`src/rtl/booth_mac_accumulator_if.sv`:
```
// Bus between the Booth multiplier back end and its producer/consumer.
// It carries the run request, the product input handshake, and the
// result output handshake. The master is the environment side and the
// slave is the accumulator.
interface booth_mac_accumulator_if #(
    parameter int ACC_W = 40,
    parameter int CNT_W = 8
);
    logic                    start;
    logic [CNT_W-1:0]        len;
    logic                    in_valid;
    logic                    in_ready;
    logic signed [31:0]      product;
    logic                    out_valid;
    logic                    out_ready;
    logic signed [ACC_W-1:0] sum;
    logic                    overflow;
    logic                    busy;

    modport master (
        output start, len, in_valid, product, out_ready,
        input  in_ready, out_valid, sum, overflow, busy
    );

    modport slave (
        input  start, len, in_valid, product, out_ready,
        output in_ready, out_valid, sum, overflow, busy
    );
endinterface

```
`src/rtl/booth_mac_accumulator.sv`:
```
// Saturating signed multiply-accumulate back end. It sums a run of `len`
// 32-bit signed products into an ACC_W-bit accumulator and then holds the
// result on an output valid/ready handshake. ACC_W must be at least 33.
// All outputs decode from registered state, so there is no combinational
// path from in_valid or out_ready to any output.
module booth_mac_accumulator #(
    parameter int ACC_W = 40,
    parameter int CNT_W = 8
) (
    input  logic                       clk,
    input  logic                       rst,
    booth_mac_accumulator_if.slave     bus
);

    typedef enum logic [1:0] {
        IDLE  = 2'd0,
        ACCUM = 2'd1,
        DONE  = 2'd2
    } state_t;

    localparam logic signed [ACC_W-1:0] ACC_MAX = {1'b0, {(ACC_W-1){1'b1}}};
    localparam logic signed [ACC_W-1:0] ACC_MIN = {1'b1, {(ACC_W-1){1'b0}}};

    state_t                  state_q, state_d;
    logic signed [ACC_W-1:0] acc_q, acc_d;
    logic                    ovf_q, ovf_d;
    logic [CNT_W-1:0]        cnt_q, cnt_d;

    // The sum is one bit wider than the accumulator, so it can never wrap.
    // The top two bits then disagree exactly when the true value is out of range.
    logic signed [ACC_W:0]   sum_w;

    // Clamp the widened sum back into the accumulator range.
    function automatic logic signed [ACC_W-1:0] sat_acc(input logic signed [ACC_W:0] w);
        if (w[ACC_W] != w[ACC_W-1]) begin
            return w[ACC_W] ? ACC_MIN : ACC_MAX;
        end
        return $signed(w[ACC_W-1:0]);
    endfunction

    // Report whether the widened sum lies outside the accumulator range.
    function automatic logic sat_hit(input logic signed [ACC_W:0] w);
        return w[ACC_W] ^ w[ACC_W-1];
    endfunction

    // The accumulator and the product are both sign-extended to ACC_W+1 bits.
    // For the product, bit 31 is the sign bit.
    assign sum_w = {acc_q[ACC_W-1], acc_q} + {{(ACC_W-31){bus.product[31]}}, bus.product};

    assign bus.in_ready  = (state_q == ACCUM);
    assign bus.out_valid = (state_q == DONE);
    assign bus.busy      = (state_q != IDLE);
    assign bus.sum       = acc_q;
    assign bus.overflow  = ovf_q;

    // State, accumulator, sticky overflow and remaining-count registers.
    always_ff @(posedge clk or posedge rst) begin
        if (rst) begin
            state_q <= IDLE;
            acc_q   <= '0;
            ovf_q   <= 1'b0;
            cnt_q   <= '0;
        end else begin
            state_q <= state_d;
            acc_q   <= acc_d;
            ovf_q   <= ovf_d;
            cnt_q   <= cnt_d;
        end
    end

    // Next-state logic: start a run, take products, then hold the result.
    always_comb begin
        state_d = state_q;
        acc_d   = acc_q;
        ovf_d   = ovf_q;
        cnt_d   = cnt_q;
        unique case (state_q)
            IDLE: begin
                if (bus.start) begin
                    acc_d   = '0;
                    ovf_d   = 1'b0;
                    cnt_d   = bus.len;
                    state_d = (bus.len == '0) ? DONE : ACCUM;
                end
            end
            ACCUM: begin
                if (bus.in_valid) begin
                    acc_d = sat_acc(sum_w);
                    if (sat_hit(sum_w)) begin
                        ovf_d = 1'b1;
                    end
                    cnt_d = cnt_q - CNT_W'(1);
                    if (cnt_q == CNT_W'(1)) begin
                        state_d = DONE;
                    end
                end
            end
            DONE: begin
                if (bus.out_ready) begin
                    state_d = IDLE;
                end
            end
            default: begin
                state_d = IDLE;
            end
        endcase
    end

endmodule
```
`src/flat_wrapper.sv`:
```
// flat-port wrapper written by rule: the top's interface ports become plain ports
module booth_mac_accumulator_flat 
#(
    parameter int ACC_W = 40,
    parameter int CNT_W = 8
)
  (clk, rst, bus_start, bus_len, bus_in_valid, bus_product, bus_out_ready, bus_in_ready, bus_out_valid, bus_sum, bus_overflow, bus_busy);
  booth_mac_accumulator_if #(.ACC_W(ACC_W), .CNT_W(CNT_W)) bus_i ();
  input  logic clk;
  input  logic rst;
  input wire logic [$bits(bus_i.start)-1:0] bus_start;
  input wire logic [$bits(bus_i.len)-1:0] bus_len;
  input wire logic [$bits(bus_i.in_valid)-1:0] bus_in_valid;
  input wire logic [$bits(bus_i.product)-1:0] bus_product;
  input wire logic [$bits(bus_i.out_ready)-1:0] bus_out_ready;
  output wire logic [$bits(bus_i.in_ready)-1:0] bus_in_ready;
  output wire logic [$bits(bus_i.out_valid)-1:0] bus_out_valid;
  output wire logic [$bits(bus_i.sum)-1:0] bus_sum;
  output wire logic [$bits(bus_i.overflow)-1:0] bus_overflow;
  output wire logic [$bits(bus_i.busy)-1:0] bus_busy;
  assign bus_i.start = bus_start;
  assign bus_i.len = bus_len;
  assign bus_i.in_valid = bus_in_valid;
  assign bus_i.product = bus_product;
  assign bus_i.out_ready = bus_out_ready;
  assign bus_in_ready = bus_i.in_ready;
  assign bus_out_valid = bus_i.out_valid;
  assign bus_sum = bus_i.sum;
  assign bus_overflow = bus_i.overflow;
  assign bus_busy = bus_i.busy;
  booth_mac_accumulator #(.ACC_W(ACC_W), .CNT_W(CNT_W)) u_core (.clk(clk), .rst(rst), .bus(bus_i));
endmodule
```
`config.mk`:
```
export PLATFORM = sky130hd
export DESIGN_NAME = booth_mac_accumulator_flat
export DESIGN_NICKNAME = d
export VERILOG_FILES = /design/src/rtl/booth_mac_accumulator_if.sv /design/src/rtl/booth_mac_accumulator.sv /design/src/flat_wrapper.sv
export SDC_FILE = /design/constraint.sdc
export NUM_CORES = 1
export LEC_CHECK = 0
export CORE_MARGIN = 2
export CORE_UTILIZATION = 30
export CTS_BUF_LIST = sky130_fd_sc_hd__clkbuf_8
export DETAILED_ROUTE_END_ITERATION = 12
export SYNTH_ARGS = -nofsm -noshare
export SYNTH_HDL_FRONTEND = slang
export SYNTH_SLANG_ARGS = --single-unit
```
`constraint.sdc`:
```
create_clock -name clk -period 2.9 [get_ports clk]
set_clock_uncertainty 0.1 [all_clocks]
set_input_delay 0.58 -clock clk [delete_from_list [all_inputs] [get_ports clk]]
set_output_delay 0.58 -clock clk [all_outputs]
set_load 0.02 [all_outputs]
```
; Word level (Yosys, flattened, before mapping)
; Cells that the tools add are included.
[op_classes]
addsub = 2
n_eq_ne = 9
mux = 22
bitwise_logic = 1
n_reduce_logical = 7
[ops]
columns = cell, count
row1 = 2-to-1 mux 40 bit, 5
row2 = one-hot mux 40 bit (2 select lines), 1
row3 = adder 40 x 32 -> 41 bit, 1
row4 = 2-to-1 mux 8 bit, 2
row5 = one-hot mux 8 bit (2 select lines), 1
row6 = 2-to-1 mux 2 bit, 5
row7 = "== test 8 x 1 -> 1 bit, second input constant", 1
row8 = logical NOT 8 bit, 1
row9 = AND reduction 4 bit, 2
row10 = "subtractor 8 x 1 -> 8 bit, second input constant", 1
row11 = 2-to-1 mux 1 bit, 6
row12 = "!= test 2 bit, second input constant", 3
row13 = one-hot mux 2 bit (3 select lines), 1
row14 = "!= test 2 x 1 -> 1 bit, second input constant", 2
row15 = nonzero test 2 bit, 2
row16 = AND reduction 3 bit, 1
row17 = "== test 2 x 1 -> 1 bit, second input constant", 1
row18 = "== test 2 bit, second input constant", 1
row19 = logical NOT 2 bit, 1
row20 = one-hot mux 1 bit (2 select lines), 1
row21 = != test 1 bit, 1
row22 = XOR 1 bit, 1
[word_totals]
register_bits = 51
inputBits = 45
output_inout_bits = 44
elab_cells = 45

; Logic depth before layout (Yosys ltp)
[depth]
word_depth = 8
ltp_mapped = 13
ltp_nobuf = 11

; Least setup slack after synthesis
; No wires, ideal clock.
[synth_timing]
path_type = input to register
start = in bus_product[0]
end = reg u_core.acc_q[34], in the netlist u_core.bus.sum[34]
setup_ps = 129
arrival_time_ps = 3086
required_ps = 2671
slack_ps = -415
path_stages = 12
n_path_buf = 1
cell_sequence = ha_1 > fa_1 > a211oi_1 > o211ai_2 > nand4_1 > a31oi_2 > o31ai_2 > o41ai_4 > xnor2_2 > buf_2 > a2111oi_2 > o21ai_1
[synth_via]
elab_chain_cells = 8
elab_cells_between_ends = 10
cone_classes = add/sub (1) / eq/ne (1) / mux (8)
[synth_lines]
columns = element, line_no
row1 = start: declaration, flat_wrapper.sv:14  ; input wire logic [$bits(bus_i.product)-1:0] bus_product;
row2 = adder 40 x 32 -> 41 bit *, booth_mac_accumulator.sv:48  ; assign sum_w = {acc_q[ACC_W-1], acc_q} + {{(ACC_W-31){bus.product[31]}}, bus.product};
row3 = != test 1 bit, booth_mac_accumulator.sv:35  ; if (w[ACC_W] != w[ACC_W-1]) begin
row4 = 2-to-1 mux 1 bit, booth_mac_accumulator.sv:35
row5 = 2-to-1 mux 1 bit, booth_mac_accumulator.sv:87  ; if (bus.in_valid) begin
row6 = 2-to-1 mux 1 bit, booth_mac_accumulator.sv:77  ; unique case (state_q)
row7 = 2-to-1 mux 40 bit *, booth_mac_accumulator.sv:38  ; return $signed(w[ACC_W-1:0]);
row8 = 2-to-1 mux 40 bit *, booth_mac_accumulator.sv:87
row9 = one-hot mux 40 bit (2 select lines) *, booth_mac_accumulator.sv:77
row10 = end signal: assignment, booth_mac_accumulator.sv:60  ; acc_q <= '0;
row11 = end signal: assignment, booth_mac_accumulator.sv:65  ; acc_q <= acc_d;
row12 = end: declaration, booth_mac_accumulator.sv:25  ; logic signed [ACC_W-1:0] acc_q, acc_d;
; Every way passes the cells marked *; elsewhere a longest branch is shown, timed or not. The select of a mux whose other input is x is not followed.
; A chain may end at the register's enable or synchronous reset.

; Worst setup path after layout
[layout_timing]
start = reg u_core.acc_q[1], in the netlist u_core.bus.sum[1]
end = reg u_core.acc_q[13], in the netlist u_core.bus.sum[13]
[layout_via]
elab_chain_cells = 8
elab_cells_between_ends = 10
cone_classes = add/sub (1) / eq/ne (1) / mux (8)
[layout_lines]
columns = element, line_no
row1 = adder 40 x 32 -> 41 bit *, booth_mac_accumulator.sv:48
row2 = != test 1 bit, booth_mac_accumulator.sv:35
row3 = 2-to-1 mux 1 bit, booth_mac_accumulator.sv:35
row4 = 2-to-1 mux 1 bit, booth_mac_accumulator.sv:87
row5 = 2-to-1 mux 1 bit, booth_mac_accumulator.sv:77
row6 = 2-to-1 mux 40 bit *, booth_mac_accumulator.sv:38
row7 = 2-to-1 mux 40 bit *, booth_mac_accumulator.sv:87
row8 = one-hot mux 40 bit (2 select lines) *, booth_mac_accumulator.sv:77
; Marks and branches as above.

==> flow_metrics.tcl <==
set metrics [dict create \
    synth_ff_type "dfrtp_1" \
    critical_path_class "flip-flop to flip-flop" \
    leakage_nw 3.574 \
    ys_ff_latch 51 \
    fin_hold_ws_ns 0.4358 \
    tightest_slew_ns 0.6777 \
    end_kind "flip-flop" \
    dpl-instance-area_um2 6923 \
    relSlewSlack_pct 54.65 \
    clockPowerShare_pct 5.6 \
    track_usage_pct 21.19 \
    register_area_um2 1276 \
    diodes 0 \
    synth_top_area_cell "dfrtp_1" \
    yosysTopAreaCellShare_pct 28.06 \
    grt_pass1_vias 5693 \
    syn2layout_area_growth_pct 77.69 \
    drtAntennaViolNets 0 \
    peakVddDrop_v 0.0005113 \
    htree_levels 2 \
    violations "negative setup slack" \
    min_period_ns 3.129 \
    period_share_pct 107.9 \
    viasPerCell 5.197 \
    rsz0062_at_grt "yes" \
    outcome "finished with violations" \
    die_h_um 127.1 \
    die-area_um2 16160 \
    fmax_mhz 319.6 \
    postSynthAreaPerCell_um2 7.882 \
    powerDensity_nw_per_um2 1261 \
    intPower_mw 5.528 \
    first_iter_violations 229 \
    synth.area.top_cells "dfrtp_1 (28%), ha_1 (12%), o21ai_0 (6.4%), a21oi_1 (6.3%), nand2_1 (6.1%)" \
    multi_input_area_um2 3804 \
    clockBufferDepth 2 \
    postLayoutCellArea_um2 8082 \
    syn_nets 665 \
    ctsHoldBuffers 0 \
    cp_data_arrival_time_ns 3.30 \
    drv_cap 0 \
    clk_pin_slew_ns 0.12 \
    wl_per_cell_um 15.99 \
    grt-ovfl-total 0 \
    initial_utilization_pct 30.25 \
    start_kind "flip-flop" \
    swShare_pct 45.77 \
    worstSkewPairLatency_ns 0.34 \
    drc 0 \
    fp.dieW_um 127.1 \
    clockRootBuffer "clkbuf_8" \
    drive_above_1_share_pct 38.35 \
    yosysWarnings 0 \
    nNetsFinal 937 \
    cts_tree "yes" \
    synth-edff-count 0 \
    num_rows 45 \
    hp-class "input pin to asynchronous set/reset pin" \
    core-area_um2 15030 \
    cp.required_ns 3.07 \
    ff2ff_path_depth 14 \
    dpl.hpwl_mm 12.05 \
    grt_max_degree 22 \
    drv_slew 0 \
    io_pins 89 \
    port_buffers 88 \
    first_pass_iters 6 \
    cts_buffers 5 \
    ys_seq_area_share_pct 28.06 \
    crit_fanout 6 \
    finalWirelength_mm 16.60 \
    antenna_found_initial 0 \
    netlist_instances 577 \
    syn_area_um2 4548 \
    power_frac_seq_pct 13.5 \
    cts.sinks 51 \
    fin_ws_ns -0.2289 \
    n_fill_cell 1337 \
    gp_congestion 0.8960 \
    num_vias 5395 \
    switchingPower_mw 4.665 \
    power_frac_comb_pct 80.9 \
    setup_viol 40 \
    finalPower_mw 10.19 \
    final-hold-violation-count 0 \
    ys_types 63 \
    grt_pass1_wl_mm 27.90 \
    synthArstFlopShare_pct 100.0 \
]
[area by class of cell]
cell class / count / area share (%)
inverter: 15 / 0.6967
clock inverter: 3 / 0.5883
timing repair buffer: 291 / 32.09
clock buffer: 5 / 0.8515
tap: 188 / 2.911
sequential: 51 / 15.79
multi-input combinational: 485 / 47.07
[placed cells by master (no fill, tap or decap), types with 5 or more instances in the layout]
master and n:
a21o_1 17, a21oi_1 46, a21oi_2 11, buf_4 178, buf_6 12, buf_8 5, clkbuf_8 5, clkdlybuf4s15_1 6
clkdlybuf4s50_1 57, dfrtp_1 51, dlygate4sd2_1 22, ha_1 15, ha_4 25, inv_1 11, nand2_1 74, nand3_1 10
nand4_1 12, nor2_1 51, nor2_4 12, nor3_1 7, o211ai_1 8, o21ai_0 29, o21ai_1 23, o21ai_2 17
xnor2_1 16, xor2_1 16
[power groups by stage]
stage / logic (mW) / registers (mW) / clock network [mW]
final: 8.24 / 1.38 / 0.570
after global routing: 8.93 / 1.42 / 0.607
after CTS: 8.09 / 1.38 / 0.575
after detailed placement: 6.45 / 1.34 / 0
after global placement: 6.34 / 1.32 / 0
after floorplan: 3.36 / 1.62 / 0
[flip-flops by register name, summed over array words and instances, names as in the netlist]
name                 flops
u_core.bus.overflow      1
u_core.cnt_q             8
u_core.bus.sum          40
u_core.state_q           2
[logic make-up after synthesis]
kind of cell | count (synthesis) | share of synthesized area, %
compound gates | 205 | 29.05
simple gates | 202 | 20.11
flops | 51 | 28.06
fa+ha+maj | 43 | 11.99
buf+inv | 41 | 3.851
xor+xnor | 34 | 6.712
mux | 1 | 0.2201
[through the flow]
stage / cells / setup WS (ns) / TNS, ns / utilization (%)
floorplan: 577 / -0.1772 / -5.400 / -
global placement: 991 / -0.8133 / -32.10 / 46.05
detailed placement: 991 / -0.8793 / -33.42 / 46.05
CTS: 1036 / -0.1842 / -4.626 / 53.53
global route: 1038 / -0.3814 / -12.45 / 53.76
finish: 1038 / -0.2289 / -6.964 / 53.76
[timing repair]
item                       CTS  global route
pin swaps                   78             4
gates resized for setup    196             5
buffers inserted            34             2
setup endpoints to repair   41            40
gates cloned                 5             0
[cells in the mapped netlist, types with 3 or more instances]
library cell   n
a211oi_1       5
buf_2         11
dfrtp_1       51
or2_2          4
or4_1          5
o21ai_1       12
o21bai_1       4
clkbuf_1      14
xor2_1        17
a21oi_1       57
nor2_1        65
nand4_1       12
nand3_1       11
o21a_1         4
o211ai_1       8
inv_1         13
o31ai_1        4
nor4_1         5
o22ai_1        4
o21ai_0       58
nor2b_1        3
a31oi_1        6
a21o_1        17
xnor2_1       16
nand2_1       74
or3_1          4
ha_1          42
nor3_1         7
o221a_2        3
[critical path, cell delays in order, from the launching register on]
cell and delay (ns):
dfrtp_1 0.42, buf_6 0.13, ha_4 0.24, a21o_1 0.17
a21oi_2 0.09, o221a_4 0.24, o311ai_4 0.27, a21boi_2 0.13
o31a_1 0.32, buf_6 0.15, xnor2_4 0.34, buf_6 0.18
buf_16 0.12, nor2_1 0.05, o21ai_1 0.11
[path summary, 6_finish.rpt]
check | from | slack (ns) | to
max | u_core.bus.sum[1] | -0.23 | u_core.bus.sum[13]
min | rst | 0.44 | u_core.bus.sum[39]
max reg2reg | u_core.bus.sum[1] | -0.23 | u_core.bus.sum[13]
min reg2reg | u_core.bus.sum[34] | 0.44 | u_core.bus.sum[34]
max in group asynchronous | rst | 1.63 | u_core.bus.sum[23]
min in group clk | u_core.bus.sum[34] | 0.44 | u_core.bus.sum[34]
[metal layers]
| metal | global-route usage (%) | share of wire (%) |
|---|---|---|
| met1 | 26.76 | 45 |
| met2 | 38.01 | 50 |
| met3 | 3.308 | 3.0 |
| met4 | 5.042 | 1.7 |
| met5 | 0 | 0 |
Power figures use the tool's default switching activity.
